$ cat config.mk
export PLATFORM = sky130hd
export DESIGN_NAME = imem_dmem_arbiter
export DESIGN_NICKNAME = d
export VERILOG_FILES = /design/src/rtl/imem_dmem_arbiter.sv
export SDC_FILE = /design/constraint.sdc
export NUM_CORES = 1
export LEC_CHECK = 0
export CAP_MARGIN = 20
export CORE_AREA = 2 2 106 108
export DETAILED_ROUTE_END_ITERATION = 8
export DIE_AREA = 0 0 108 110
export MAX_ROUTING_LAYER = met4
export SYNTH_ARGS = -nofsm -noshare
export SYNTH_HDL_FRONTEND = slang
export SYNTH_SLANG_ARGS = --single-unit
$ cat constraint.sdc
create_clock -name i_clk -period 4.1 [get_ports i_clk]
set_input_delay 0.82 -clock i_clk [delete_from_list [all_inputs] [get_ports i_clk]]
set_output_delay 0.82 -clock i_clk [all_outputs]
set_load 0.03 [all_outputs]
$ cat src/rtl/imem_dmem_arbiter.sv
// imem_dmem_arbiter
// Shares one single-port synchronous RAM between the instruction-fetch port
// and the load/store port. Data accesses normally win; a starvation counter
// forces a fetch grant once fetch has been denied MAX_WAIT cycles in a row.
// Read data comes back one cycle after the grant and is steered to the
// requester that was granted, so one access per cycle is sustained.
module imem_dmem_arbiter #(
  parameter int AW       = 32,
  parameter int DW       = 32,
  parameter int MAX_WAIT = 4
) (
  input  logic            i_clk,
  input  logic            i_rstn,
  // instruction-fetch port
  input  logic            i_if_req,
  input  logic [AW-1:0]   i_if_addr,
  output logic            o_if_gnt,
  output logic            o_if_rvalid,
  output logic [DW-1:0]   o_if_rdata,
  // load/store port
  input  logic            i_d_req,
  input  logic            i_d_wen,
  input  logic [AW-1:0]   i_d_addr,
  input  logic [DW-1:0]   i_d_wdata,
  input  logic [DW/8-1:0] i_d_be,
  output logic            o_d_gnt,
  output logic            o_d_rvalid,
  output logic [DW-1:0]   o_d_rdata,
  // unified memory macro
  output logic            o_mem_en,
  output logic            o_mem_wen,
  output logic [AW-1:0]   o_mem_addr,
  output logic [DW-1:0]   o_mem_wdata,
  output logic [DW/8-1:0] o_mem_be,
  input  logic [DW-1:0]   i_mem_rdata
);

  localparam int BW = DW / 8;

  // The counter is 4 bits wide, which bounds MAX_WAIT to 1..15.
  localparam logic [3:0] MAX_WAIT_C = 4'(MAX_WAIT);

  // Which requester owns the read data arriving this cycle.
  typedef enum logic [1:0] {
    RSP_NONE = 2'd0,
    RSP_IF   = 2'd1,
    RSP_D    = 2'd2
  } rsp_state_t;

  rsp_state_t r_state;
  rsp_state_t w_state_next;
  logic [3:0] r_starve_cnt;
  logic [3:0] w_starve_next;
  logic       w_force_if;
  logic       w_d_gnt;
  logic       w_if_gnt;

  // Grant: data wins unless fetch has waited MAX_WAIT cycles and still wants in.
  assign w_force_if = (r_starve_cnt == MAX_WAIT_C);
  assign w_d_gnt    = i_d_req & ~(w_force_if & i_if_req);
  assign w_if_gnt   = i_if_req & ~w_d_gnt;

  assign o_d_gnt    = w_d_gnt;
  assign o_if_gnt   = w_if_gnt;
  assign o_mem_en   = w_if_gnt | w_d_gnt;

  // Memory port mux: drive the granted requester's fields, zeros when idle.
  always_comb begin
    // NOTE: every output gets a default first so no path through the block
    // leaves a signal unassigned, which would otherwise infer a latch.
    o_mem_wen   = 1'b0;
    o_mem_addr  = '0;
    o_mem_wdata = '0;
    o_mem_be    = '0;
    if (w_d_gnt) begin
      o_mem_wen   = i_d_wen;
      o_mem_addr  = i_d_addr;
      o_mem_wdata = i_d_wdata;
      o_mem_be    = i_d_be;
    end else if (w_if_gnt) begin
      o_mem_addr  = i_if_addr;
      o_mem_be    = {BW{1'b1}};
    end
  end

  // Response next state: remember who gets the read data next cycle.
  always_comb begin
    w_state_next = RSP_NONE;
    if (w_if_gnt) begin
      w_state_next = RSP_IF;
    end else if (w_d_gnt && !i_d_wen) begin
      w_state_next = RSP_D;
    end
  end

  // Starvation count: grows (saturating) while fetch waits, clears otherwise.
  always_comb begin
    w_starve_next = 4'd0;
    if (i_if_req && !w_if_gnt) begin
      if (r_starve_cnt == MAX_WAIT_C) begin
        w_starve_next = r_starve_cnt;
      end else begin
        w_starve_next = r_starve_cnt + 4'd1;
      end
    end
  end

  // State register; reset drops any response still in flight.
  always_ff @(posedge i_clk or negedge i_rstn) begin
    // NOTE: sequential state uses non-blocking assignments so every register
    // samples its pre-edge inputs regardless of statement order.
    if (!i_rstn) begin
      r_state      <= RSP_NONE;
      r_starve_cnt <= 4'd0;
    end else begin
      r_state      <= w_state_next;
      r_starve_cnt <= w_starve_next;
    end
  end

  // Response steering: only the owning port sees read data, the other gets 0.
  assign o_if_rvalid = (r_state == RSP_IF);
  assign o_d_rvalid  = (r_state == RSP_D);
  assign o_if_rdata  = o_if_rvalid ? i_mem_rdata : '0;
  assign o_d_rdata   = o_d_rvalid  ? i_mem_rdata : '0;

endmodule

== Word-level counts from Yosys, hierarchy flattened ==
Index checks and enable logic that the tools add are counted.

* Flip-flop bits (word level): 6
* Output and inout port bits: 138
* Logic and storage cells: 29

* $add $sub $neg: 1
* Equality and inequality tests: 4
* Mux-type cells: 12
* Bitwise logic cells: 6
* Reductions and logical operators: 4

{| class="wikitable"
|+ Operators with widths
! operator !! count
|-
| 32-bit 2-to-1 mux || 5
|-
| 4-bit 2-to-1 mux || 4
|-
| 4-bit by 1-bit adder with 4-bit output, second input constant || 1
|-
| 4-bit by 3-bit equality test with 1-bit output, second input constant || 1
|-
| 2-bit 2-to-1 mux || 2
|-
| 1-bit AND || 3
|-
| 2-bit by 1-bit equality test with 1-bit output, second input constant || 1
|-
| 2-bit equality test, second input constant || 1
|-
| 1-bit logical AND || 2
|-
| 1-bit logical NOT || 2
|-
| 2-bit != test, second input constant || 1
|-
| 1-bit inverter || 2
|-
| 1-bit 2-to-1 mux || 1
|-
| 1-bit OR || 1
|}

== Longest topological paths before layout ==
* Depth after elaboration: 9
* Gate-level depth with buffers: 8

== Worst setup path before layout ==
OpenSTA, ideal clock, no wires.

* Path kind: input to output
* Start: in i_if_req
* End: out o_mem_addr[0]
* Arrival: 2,098 ps
* Required time: 3,280 ps
* Path slack: 1,182 ps
* Stages: 6
* Cell sequence: buf_4 -> nand4b_4 -> nand2_4 -> inv_2 -> clkbuf_1 -> o21ai_0

* Longest elaborated chain between the ends: 7

{| class="wikitable"
|+ RTL lines
! item !! RTL line !! RTL
|-
| start, declared || 15 || <nowiki>input logic i_if_req,</nowiki>
|-
| 1-bit AND || 60 || <nowiki>assign w_d_gnt = i_d_req & ~(w_force_if & i_if_req);</nowiki>
|-
| 1-bit inverter || 60 ||
|-
| 1-bit AND || 60 ||
|-
| 1-bit inverter || 61 || <nowiki>assign w_if_gnt = i_if_req & ~w_d_gnt;</nowiki>
|-
| 1-bit AND || 61 ||
|-
| 32-bit 2-to-1 mux || 80 || <nowiki>end else if (w_if_gnt) begin</nowiki>
|-
| 32-bit 2-to-1 mux (*) || 75 || <nowiki>if (w_d_gnt) begin</nowiki>
|-
| end, declared || 32 || <nowiki>output logic [AW-1:0] o_mem_addr,</nowiki>
|}

Every way passes the cells marked *; elsewhere a longest branch is shown, timed or not.

== Worst setup path after layout ==
* Start: in i_if_req
* End: out o_mem_wdata[1]

* Longest elaborated chain between the ends: 4

{| class="wikitable"
|+ RTL lines
! item !! RTL line !! RTL
|-
| 1-bit AND || 60 ||
|-
| 1-bit inverter || 60 ||
|-
| 1-bit AND || 60 ||
|-
| 32-bit 2-to-1 mux || 75 ||
|-
| end, declared || 33 || <nowiki>output logic [DW-1:0] o_mem_wdata,</nowiki>
|}

Every way passes these cells.

==> summary.txt <==
Floorplan
  • Ports placed on the boundary: 275
  • Chip width: 108 um
  • Initial core utilization: 15.0%
  • Area inside the core boundary: 0.0107 mm2
  • Die span in y: 110 um
  • Floorplan die area: 0.0119 mm2
  • # rows: 38

Detailed routing
  • Final antenna-violating net count: 0
  • Avg WL per Cell: 15.0 um
  • Number of remaining DRC errors: 0
  • Via count: 2748
  • Via-per-instance ratio: 4.24
  • Final Routed Wirelength: 9.70 mm
  • Count of TritonRoute iterations in the first routing pass: 4
  • Number of DRC violations after detailed-routing iteration 0: 122

Global route
  • Global route overflow: 0
  • Wire length of the first global-routing pass: 13.7 mm
  • Number of global-route vias before repair: 2647
  • Pin count of the biggest net entering global routing: 62
  • Number of antenna violations at the first check in global routing: 0
  • Gr usage total: 15.1%

STA
  • Slew at the pin closest to its max-slew limit: 0.546 ns
  • Final worst path period need: 3.74 ns
  • Post-route clock skew: 0.00368 ns
  • RSZ-0062 raised after global routing: no
  • Relative max-transition margin: 63.6%
  • Smallest hold slack: 0.503 ns
  • Final worst path period share: 91.3%
  • Setup total negative slack: 0 ns
  • Fin. max-slew vios: 0
  • Final setup violation count: 0
  • Max Fclk: 0.267 GHz
  • Number of endpoints with negative hold slack in the final report: 0

Power and ir drop
  • Total net switching power: 0.288 mW
  • Share of total power in combinational logic: 77.3%
  • Net switching fraction of the power: 42.6%
  • VDD IR-drop max: 98.0 uV
  • Share of total power in sequential cells: 9.3%
  • Clock Power Share: 13.3%
  • Power density relative to cell area: 153 mW/mm2
  • Leak Pwr: 1.88 nW
  • Cell internal power dissipation: 0.387 mW

Synthesis
  • Post-synth cell types: 25
  • Mean area per synthesized cell: 6.38 um2
  • Number of warnings reported in the yosys synthesis log: 0
  • Fraction of the yosys area taken by sequential cells: 9.38%
  • Synthesized netlist net count: 390
  • Predominant post-synthesis flop cell: sky130_fd_sc_hd__dfrtp_1
  • Flop and latch count out of synthesis: 6
  • Async set or reset register ratio after synthesis: 100%
  • Synth Cell Area: 0.00160 mm2
  • Count of flip-flops with a built-in enable after synthesis: 0
  • Number of cells produced by synthesis: 251

Run
  • Max Cap Viol: 0

CTS
  • Clock root buffer: sky130_fd_sc_hd__clkbuf_8
  • H-tree Lvls: 1
  • Setup Fix Bufs, Post-CTS: 0
  • Clock buffer depth: 2
  • Clock tree from TritonCTS: done
  • CTS sink cnt: 6
  • Clock input transition at the sequential cells of the worst setup and hold paths: 0.04 ns
  • Post-CTS Hold Buffers: 0
  • Resize count post-CTS: 0
  • Clock latency on the worst-skew pair: 0.22 ns
  • Number of buffers inserted during clock tree synthesis: 3

Critical path
  • Max stage delay on crit path: 0.69 ns
  • Crit path capture type: output pin
  • Slowest cell on the critical path: sky130_fd_sc_hd__clkdlybuf4s50_1
  • Data arrival time of the critical path: 2.92 ns
  • CP max FO: 61
  • CP bufs+invs: 3
  • Worst setup path category: input pin to output pin
  • Data required time at the worst endpoint: 3.28 ns
  • Startpoint Class: input pin
  • Series of cell instances along the critical path: clkdlybuf4s50_1, nand4b_4, buf_4, and3_1, clkdlybuf4s50_1
  • Most common cell on crit path: sky130_fd_sc_hd__clkdlybuf4s50_1
  • Family with the most delay on the worst path: buffers and inverters

Cells and area
  • Final #Nets: 649
  • Antenna cell count: 0
  • Most frequent cells in the layout: 235 x sky130_fd_sc_hd__clkdlybuf4s50_1, 64 x sky130_fd_sc_hd__and2_1, 44 x sky130_fd_sc_hd__buf_4
  • Layout area overhead: 175%
  • Share of layout cells above drive strength 1: 14.6%
  • Most common cell after layout, fill and taps aside: sky130_fd_sc_hd__clkdlybuf4s50_1

Worst hold path
  • Path category of the worst min-delay check: flip-flop to flip-flop

Placed design
  • Detailed Place HPWL: 7.99 mm
  • Number of port buffers: 274
  • Final Wtd Congestion: 0.796

Run status
  • Result of the run: finished, final reports clean
cell families after synthesis:
kind of cell / synth area share, %
fa+ha+maj: 1.56
simple gates: 60.6
flops: 9.37
buf+inv: 10.0
compound gates: 17.3
xor+xnor: 1.09
layer usage:
layer	vias to the layer above	routed length (um)	global-route usage [%]
met5	-	0	-
met4	0	56	2.20
met3	4	1110	5.29
met2	166	4980	28.4
met1	1225	3550	15.6
li1	1353	-	-
layout make-up:
type,count,area [um2]
fillers,1103,6300
inverters,4,15.0
multi-input cells,213,1290
clock buffers,3,41.3
well taps,140,175
repair buffers,282,2730
flip-flops and latches,6,150
sequential cells by signal, indices dropped and copies added (netlist names):
register,count
r_state,2
r_starve_cnt,4
path summary, 6_finish.rpt:
| check | start | slack, ns | endpoint | cells after the start |
|---|---|---|---|---|
| worst max-delay path | i_if_req | 0.36 | o_mem_wdata[1] | 5 |
| worst min-delay path | r_starve_cnt[0] | 0.50 | r_starve_cnt[0] | 1 |
| worst max register to register | r_starve_cnt[0] | 2.27 | r_starve_cnt[1] | 7 |
| worst min register to register | r_starve_cnt[0] | 0.50 | r_starve_cnt[0] | 1 |
| max in group asynchronous | i_rstn | 3.01 | r_starve_cnt[2] | 1 |
| min in group asynchronous | i_rstn | 0.85 | r_state[1] | 1 |
power groups by stage:
stage	clock network [mW]	logic [mW]	registers (mW)
floorplan	0	0.243	0.0633
global placement	0	0.524	0.0639
detailed placement	0	0.526	0.0638
CTS	0.0942	0.528	0.0631
global route	0.0981	0.552	0.0634
finish	0.0899	0.522	0.0631
stage by stage:
step	std cells	instance area, um2	setup WS [ns]	utilization, %	total power, mW
4_1_cts	648	4400	0.323	41.1	0.686
2_1_floorplan	251	1600	1.18	-	0.306
5_1_grt	648	4400	0.257	41.1	0.714
6_report	648	4400	0.358	41.1	0.675
3_5_place_dp	645	4360	0.332	40.7	0.590
3_3_place_gp	645	4360	0.368	40.7	0.588
cell usage after synthesis (all sizes together), types with 2 or more instances:
cell type / instances / area [um2]
a21o: 4 / 30.0
and2: 64 / 400
and3: 34 / 213
buf: 12 / 83.8
clkbuf: 16 / 61.3
dfrtp: 6 / 150
ha: 2 / 25.0
inv: 4 / 15.0
nand2: 33 / 131
nand3: 33 / 165
nor2b: 2 / 12.5
nor3: 3 / 15.0
o21ai: 32 / 231
worst reg2reg max path: stages, from the launching register on:
cell	delay, ns
sky130_fd_sc_hd__dfrtp_1	0.39
sky130_fd_sc_hd__inv_1	0.06
sky130_fd_sc_hd__ha_1	0.23
sky130_fd_sc_hd__nand4b_4	0.18
sky130_fd_sc_hd__nand2_4	0.10
sky130_fd_sc_hd__inv_2	0.19
sky130_fd_sc_hd__buf_4	0.39
sky130_fd_sc_hd__and3_1	0.23
Note: power is estimated with default switching activity, not from simulation.
